==> src/rtl/sand_pkg.sv <==
`default_nettype none
// sand_pkg: grid defaults, cell types and painter FSM states shared by the sand blocks.
package sand_pkg;

    localparam int GRID_W_DEFAULT = 640;
    localparam int GRID_H_DEFAULT = 480;

    typedef enum logic [1:0] {
        EMPTY = 2'd0,
        SAND  = 2'd1,
        WALL  = 2'd2,
        WATER = 2'd3
    } cell_t;

    typedef enum logic [1:0] {
        IDLE  = 2'd0,
        SCAN  = 2'd1,
        WRITE = 2'd2
    } state_t;

    // Square of a small signed brush offset (-3..3), result 0..9.
    function automatic logic [3:0] offset_sq(input logic signed [2:0] v);
        logic [2:0] mag;
        mag = v[2] ? 3'(-v) : 3'(v);
        return {1'b0, mag} * {1'b0, mag};
    endfunction

endpackage
`default_nettype wire

==> src/rtl/brush_mask.sv <==
`default_nettype none
// brush_mask: combinational test of whether centre+offset lies inside the disc and on the grid.
module brush_mask
    import sand_pkg::*;
#(
    parameter int GRID_W = GRID_W_DEFAULT,
    parameter int GRID_H = GRID_H_DEFAULT
) (
    input  logic [10:0]       cx,
    input  logic [9:0]        cy,
    input  logic signed [2:0] dx,
    input  logic signed [2:0] dy,
    input  logic [1:0]        radius,
    output logic              hit
);

    localparam logic signed [12:0] W_S = 13'(GRID_W);
    localparam logic signed [12:0] H_S = 13'(GRID_H);

    logic signed [12:0] px;
    logic signed [12:0] py;
    logic [4:0]         dist2;
    logic [3:0]         r2;
    logic               in_disc;
    logic               on_grid;

    // 13 bits keeps x+dx positive even for the largest 11-bit centre.
    assign px      = $signed({2'b00, cx}) + $signed({{10{dx[2]}}, dx});
    assign py      = $signed({3'b000, cy}) + $signed({{10{dy[2]}}, dy});
    assign dist2   = {1'b0, offset_sq(dx)} + {1'b0, offset_sq(dy)};
    assign r2      = {2'b00, radius} * {2'b00, radius};
    assign in_disc = (dist2 <= {1'b0, r2});
    assign on_grid = (px >= 13'sd0) && (px < W_S) && (py >= 13'sd0) && (py < H_S);
    assign hit     = in_disc && on_grid;

endmodule
`default_nettype wire

==> src/rtl/brush_painter.sv <==
`default_nettype none
// brush_painter: stamps a disc of one cell type into grid memory, one write per covered cell.
module brush_painter
    import sand_pkg::*;
#(
    parameter int GRID_W = GRID_W_DEFAULT,
    parameter int GRID_H = GRID_H_DEFAULT
) (
    input  logic        clock,
    input  logic        reset,
    input  logic        paint_valid,
    output logic        paint_ready,
    input  logic [10:0] paint_x,
    input  logic [9:0]  paint_y,
    input  logic [1:0]  paint_radius,
    input  logic [1:0]  paint_t,
    output logic        paint_done,
    output logic [18:0] mem_address,
    output logic [1:0]  mem_writedata,
    output logic        mem_write,
    input  logic        mem_waitrequest
);

    state_t            state;
    logic [10:0]       lat_x;
    logic [9:0]        lat_y;
    logic [1:0]        lat_r;
    cell_t             lat_t;
    logic signed [2:0] dx;
    logic signed [2:0] dy;

    logic              hit;
    logic              last;
    logic signed [2:0] r_s;
    logic signed [12:0] px;
    logic signed [12:0] py;
    logic [18:0]       addr;

    brush_mask #(
        .GRID_W (GRID_W),
        .GRID_H (GRID_H)
    ) u_mask (
        .cx     (lat_x),
        .cy     (lat_y),
        .dx     (dx),
        .dy     (dy),
        .radius (lat_r),
        .hit    (hit)
    );

    assign r_s  = $signed({1'b0, lat_r});
    assign last = (dx == r_s) && (dy == r_s);
    assign px   = $signed({2'b00, lat_x}) + $signed({{10{dx[2]}}, dx});
    assign py   = $signed({3'b000, lat_y}) + $signed({{10{dy[2]}}, dy});
    // Only used on a hit, where px/py are known non-negative.
    assign addr = 19'(32'($unsigned(py)) * 32'(GRID_W) + 32'($unsigned(px)));

    always_ff @(posedge clock) begin
        if (reset) begin
            state         <= IDLE;
            paint_ready   <= 1'b1;
            paint_done    <= 1'b0;
            mem_write     <= 1'b0;
            mem_address   <= '0;
            mem_writedata <= '0;
            lat_x         <= '0;
            lat_y         <= '0;
            lat_r         <= '0;
            lat_t         <= EMPTY;
            dx            <= '0;
            dy            <= '0;
        end else begin
            paint_done <= 1'b0;
            case (state)
                IDLE: begin
                    if (paint_valid && paint_ready) begin
                        lat_x       <= paint_x;
                        lat_y       <= paint_y;
                        lat_r       <= paint_radius;
                        lat_t       <= cell_t'(paint_t);
                        dx          <= -$signed({1'b0, paint_radius});
                        dy          <= -$signed({1'b0, paint_radius});
                        paint_ready <= 1'b0;
                        state       <= SCAN;
                    end
                end
                SCAN: begin
                    if (hit) begin
                        mem_address   <= addr;
                        mem_writedata <= lat_t;
                        mem_write     <= 1'b1;
                        state         <= WRITE;
                    end else if (last) begin
                        paint_ready <= 1'b1;
                        paint_done  <= 1'b1;
                        state       <= IDLE;
                    end else if (dx == r_s) begin
                        dx <= -r_s;
                        dy <= dy + 3'sd1;
                    end else begin
                        dx <= dx + 3'sd1;
                    end
                end
                WRITE: begin
                    if (!mem_waitrequest) begin
                        mem_write <= 1'b0;
                        if (last) begin
                            paint_ready <= 1'b1;
                            paint_done  <= 1'b1;
                            state       <= IDLE;
                        end else begin
                            state <= SCAN;
                            if (dx == r_s) begin
                                dx <= -r_s;
                                dy <= dy + 3'sd1;
                            end else begin
                                dx <= dx + 3'sd1;
                            end
                        end
                    end
                end
                default: begin
                    mem_write   <= 1'b0;
                    paint_ready <= 1'b1;
                    state       <= IDLE;
                end
            endcase
        end
    end

endmodule
`default_nettype wire

==> config.mk <==
export PLATFORM = sky130hd
export DESIGN_NAME = brush_painter
export DESIGN_NICKNAME = d
export VERILOG_FILES = /design/src/rtl/sand_pkg.sv /design/src/rtl/brush_mask.sv /design/src/rtl/brush_painter.sv
export SDC_FILE = /design/constraint.sdc
export NUM_CORES = 1
export LEC_CHECK = 0
export ABC_CLOCK_PERIOD_IN_PS = 4400
export BUFFER_PORTS_ARGS = -buffer_cell sky130_fd_sc_hd__buf_2
export CAP_MARGIN = 20
export CORE_UTILIZATION = 40
export DETAILED_ROUTE_END_ITERATION = 8
export PLACE_DENSITY_LB_ADDON = 0.15
export SLEW_MARGIN = 5
export SYNTH_ARGS = -nofsm -noshare
export SYNTH_HDL_FRONTEND = slang
export SYNTH_SLANG_ARGS = --single-unit
==> constraint.sdc <==
create_clock -name clock -period 4.4 [get_ports clock]
set_clock_uncertainty 0.1 [all_clocks]
set_input_delay 0.22 -clock clock [delete_from_list [all_inputs] [get_ports clock]]
set_output_delay 0.22 -clock clock [all_outputs]
set_load 0.02 [all_outputs]
-- Word level (Yosys, flattened, before mapping)
Cells that the tools add are included.
- logic and storage cells: 86
- input port bits: 29
- flip-flop bits (word level): 57
- output and inout port bits: 24
- order comparisons: 5
- equality and inequality tests: 9
- multiplexer cells: 31
- add/subtract/negate cells: 10
- multipliers: 4
- reduce and logical (&&, ||, !) cells: 14
- bitwise operators: 1
- operators by type and width (kind ; number):
    two-way mux 3 bit ; 11
    >= comparator 13 x 1 -> 1 bit, second input constant ; 2
    adder 19 x 13 -> 19 bit ; 1
    case mux 3 bit (3 select lines) ; 2
    adder 12 x 3 -> 13 bit ; 1
    < comparator 13 x 10 -> 1 bit, second input constant ; 1
    < comparator 13 x 11 -> 1 bit, second input constant ; 1
    multiplier 13 x 3 -> 12 bit, second input constant ; 1
    adder 11 x 3 -> 12 bit ; 1
    two-way mux 1 bit ; 10
    AND reduction 3 bit ; 3
    multiplier 3 x 3 -> 4 bit ; 2
    two-way mux 2 bit ; 4
    != test 2 bit, second input constant ; 4
    adder 3 x 2 -> 3 bit, second input constant ; 2
    equality test 3 bit ; 2
    logical AND 1 bit ; 6
    negation 2 -> 3 bit ; 2
    negation 3 bit ; 2
    case mux 1 bit (3 select lines) ; 2
    case mux 2 bit (3 select lines) ; 1
    adder 4 x 4 -> 5 bit ; 1
    <= comparator 5 x 4 -> 1 bit ; 1
    multiplier 2 x 2 -> 4 bit ; 1
    other kinds (9) ; 10

-- Longest topological paths before layout
- depth after elaboration: 8
- mapped depth: 19
- depth with buffers taken out: 19

-- By module
A second synthesis with hierarchy kept.
- cell total of the unflattened synthesis: 666
- area total of the unflattened synthesis: 5165.0 um^2
- by module, submodules not included (module ; seq. area each (um^2) ; times used ; cells an instance ; area each (um^2)):
    brush_painter ; 1141.1 ; 1 ; 518 ; 4018.9
    brush_mask ; 0.0 ; 1 ; 148 ; 1146.1

-- Worst setup path before layout
Ideal clock, no wire load.
- kind: register to register
- from: register dy[0]
- to: register mem_address[18]
- required time: 4.199 ns
- stages on the path, launching flop included: 19
- buffers on the path: 0
- setup slack: 0.161 ns
- clock period less this slack: 4.239 ns
- arrival: 4.038 ns
- library setup time: 0.101 ns
- path through: dfxtp_1 ha_1 inv_1 fa_1 nor2b_1 o21a_1 nor2_1 xnor2_1 ha_1 inv_1 fa_1 xnor2_1 ha_1 nor2_1 a2111oi_0 and3_1 nand3_1 xnor2_1 o41ai_1
- cells in the longest elaborated chain, start to end: 7
- elaborated cells between the ends (all ways): 14
- classes of those cells: add/sub: 4; mul: 2; order compare: 3; mux: 1; reduce/logical: 4
- RTL lines (element ; RTL line ; source):
    start: declaration ; brush_painter.sv:30 ; logic signed [2:0] dy;
    start signal: assignment ; brush_painter.sv:82 ; dy <= -$signed({1'b0, paint_radius});
    start signal: assignment ; brush_painter.sv:99 ; dy <= dy + 3'sd1;
    start signal: assignment ; brush_painter.sv:115 ; dy <= dy + 3'sd1;
    branches (longest 7 deep; another with adder 19 x 13 -> 19 bit) ; n/a ;
    end signal: assignment ; brush_painter.sv:89 ; mem_address <= addr;
    end: declaration ; brush_painter.sv:18 ; output logic [18:0] mem_address,
Parallel ways; which one is timed is not known.
A chain may end at the register's enable or synchronous reset.

-- Final worst setup path
Ends and elaborated chain as after synthesis.

==> key figures <==
Status
  – Outcome: finished clean

Timing
  – Worst-margin pin slew: 961.5 ps
  – Fin. Hold Viols: 0
  – Setup ws final: 278.9 ps
  – Final min period: 4121 ps
  – RSZ-0062 raised after global routing: no
  – Worst slew margin: 35.90%
  – Final setup TNS: 0 ps
  – Max-slew violation count: 0
  – Fin crit share: 93.66%
  – Fin Hold WS: 19.07 ps
  – Setup violators final: 0
  – F_max: 242.7 MHz

Global routing
  – Initial antenna violation count: 0
  – Largest net degree at the start of global routing: 60
  – First-pass GRT wire length: 18120 um
  – Vias in the first global route: 3897
  – All-layer global routing usage: 18.28%
  – Overflow after GRT: 0

Pwr
  – Pwr Total: 4.597 mW
  – Maximum vdd drop: 386.9 uV
  – Pleak: 2.552 nW
  – Power Density: 836.9 nW/um2

Yosys
  – Post-Syn Nets: 664
  – Register bit count reported by yosys: 57
  – Yosys synthesis warning count: 0
  – Sequential share of the synthesized area: 24.10%
  – Top cells by area, synth: dfxtp_1, ha_1, a21oi_1, nand2_1, mux2i_1
  – Synthesized area per cell: 8.294 um2
  – Synth area leader: dfxtp_1
  – Most common flop cell mapped by yosys: dfxtp_1
  – Synth Cell Area: 4736 um2
  – EDFF count, synth: 0
  – Syn Inst Count: 571
  – Cell variety after synth: 69
  – Fraction of synthesis flops using an asynchronous set or reset pin: 0%
  – Post-synth top area share: 24.10%

Clock network
  – Clock Sink Count: 57
  – Total CTS buffers: 9
  – Clock root cell: clkbuf_16
  – # H-tree levels: 3
  – Post-CTS Hold Buffers: 0
  – CTS tree: done
  – Clk buf depth: 2
  – Worst-Skew Late Latency: 340 ps
  – Buffer count from post-CTS setup fixing: 0
  – Clk slew on worst S/H paths: 50 ps

Finish
  – Area Growth Syn to Fin: 15.98%
  – Final core occ: 47.90%
  – Area of the multi-input gates: 3391 um2
  – Most frequent cells in the layout: nand2_1, a21oi_1, ha_1
  – Commonest non-fill, non-tap cell in the layout: nand2_1
  – Fin nets: 717
  – Diode count: 0
  – Non-filler instance count after layout: 771
  – Flip-flop and latch area: 1144 um2
  – Fin area: 5493 um2
  – Fill cells: 1157
  – Layout cells sized above 1: 17.20%

Worst setup path
  – Critical Path RT: 4520 ps
  – Crit path DAT: 4250 ps
  – Crit end category: flip-flop
  – Crit path launch type: flip-flop
  – Crit Path Max Fanout: 4
  – Crit path kind: reg2reg

Floorplanning
  – Chip Width: 110.8 um
  – Core area: 11470 um2
  – IO Pins: 53
  – Core Rows: 39
  – Die height: 110.8 um
  – Die area: 12280 um2
  – Effective utilization at floorplan: 41.30%

Placed design
  – Placed Cells: 754
  – Dpl hpwl: 8145 um
  – Port bufs: 52
  – Routability cong.: 0.8255
  – Placed cell area: 5162 um2
  – Dpl ws: 143.8 ps

Route
  – DR vias/cell: 5.281
  – Detailed Route WL: 10600 um
  – Post-DRT Antenna Nets: 0
  – DR WL/cell: 13.74 um
  – DRT iter0 DRCs: 172
  – DR DRC count: 0
  – TritonRoute pass-1 iters: 4
  – Vias: 4072

Hold path
  – HP Class: in2reg

Run
  – MaxCap Viol Count: 0
[cells by family (layout without fill, tap and decap cells)]
group	count (synthesis)	in the layout	share of synthesized area, %
compound gates	148	148	21.69
fa+ha+maj	64	64	17.70
xor+xnor	46	46	8.798
buf+inv	60	117	5.020
mux	25	25	5.284
flops	57	57	24.10
simple gates	171	171	17.41
[cell usage after synthesis (2+ instances only)]
library cell and number:
ha_1 59, buf_2 4, nand4_1 3, nand3_1 7, or4_1 3, xnor2_1 27
dfxtp_1 57, and2_1 8, a21oi_1 57, a211oi_1 4, o21ai_0 16, a311oi_1 3
o2111ai_1 2, nand4b_1 4, a21o_1 16, o211ai_1 4, clkbuf_1 17, mux2i_1 25
a211o_1 2, and3_1 3, inv_1 35, o211ai_2 2, nand2_1 73, xor2_1 18
nand3b_1 2, a31oi_1 4, o21a_1 6, o31ai_1 2, fa_1 5, a22o_1 2
o21bai_2 2, nand2b_1 9, o21ai_1 2, nor2b_1 5, o41ai_1 3, nor2_1 40
buf_4 2, a21boi_0 3, nor3_1 5
[metal layers]
| metal | up-vias | part of all wire (%) | GRT usage (%) |
|---|---|---|---|
| met3 | 13 | 3.7 | 5.631 |
| met2 | 55 | 48 | 30.93 |
| li1 | 2120 | - | - |
| met4 | 0 | 1.5 | 6.667 |
| met1 | 1884 | 46 | 21.71 |
| met5 | - | 0 | 0 |
[sequential cells by signal, indices dropped and copies added, names as in the netlist, 2 cells and up]
name / cells
mem_address: 19
lat_r: 2
lat_x: 11
lat_t: 2
dy: 3
dx: 3
mem_writedata: 2
state: 2
lat_y: 10
[power by group]
group	internal [mW]	switching, mW	total, mW	leakage, nW
clock network	0.388	0.239	0.626	0.135
registers	0.628	0.0975	0.726	0.465
logic	1.44	1.81	3.24	1.95
total	2.45	2.14	4.60	2.55
[critical path: stages (launching register included)]
cell	delay, ps
dfxtp_1	330
ha_2	200
inv_1	60
fa_2	350
nor2b_2	130
o21a_1	120
nor2_1	60
xnor2_2	150
ha_1	320
inv_1	70
fa_2	550
inv_1	40
ha_1	320
nor3_1	80
a2111oi_2	300
buf_4	180
and3_1	190
nand3_1	100
xnor2_1	150
o41ai_1	230
[layout make-up]
cell class | count | area share [%]
Multi-Input combinational cell | 454 | 61.73
Sequential cell | 57 | 20.82
Timing Repair Buffer | 66 | 6.948
Clock buffer | 11 | 4.419
Tap cell | 143 | 3.257
Inverter | 36 | 2.460
Clock inverter | 4 | 0.3645
[final timing paths]
path / start / to / slack (ps) / depth (start not counted)
hold / removal: paint_x[8] / lat_x[8] / 20 / 3
setup / recovery: dy[0] / mem_address[18] / 280 / 19
hold reg to reg: lat_t[1] / lat_t[1] / 350 / 2
setup reg to reg: dy[0] / mem_address[18] / 280 / 19
[what timing repair did]
item                                    4_1_cts  5_1_grt
hold endpoints to repair                      0        0
endpoints found under the setup margin        0        3
gates resized for setup                       0       11
Power figures use the tool's default switching activity.
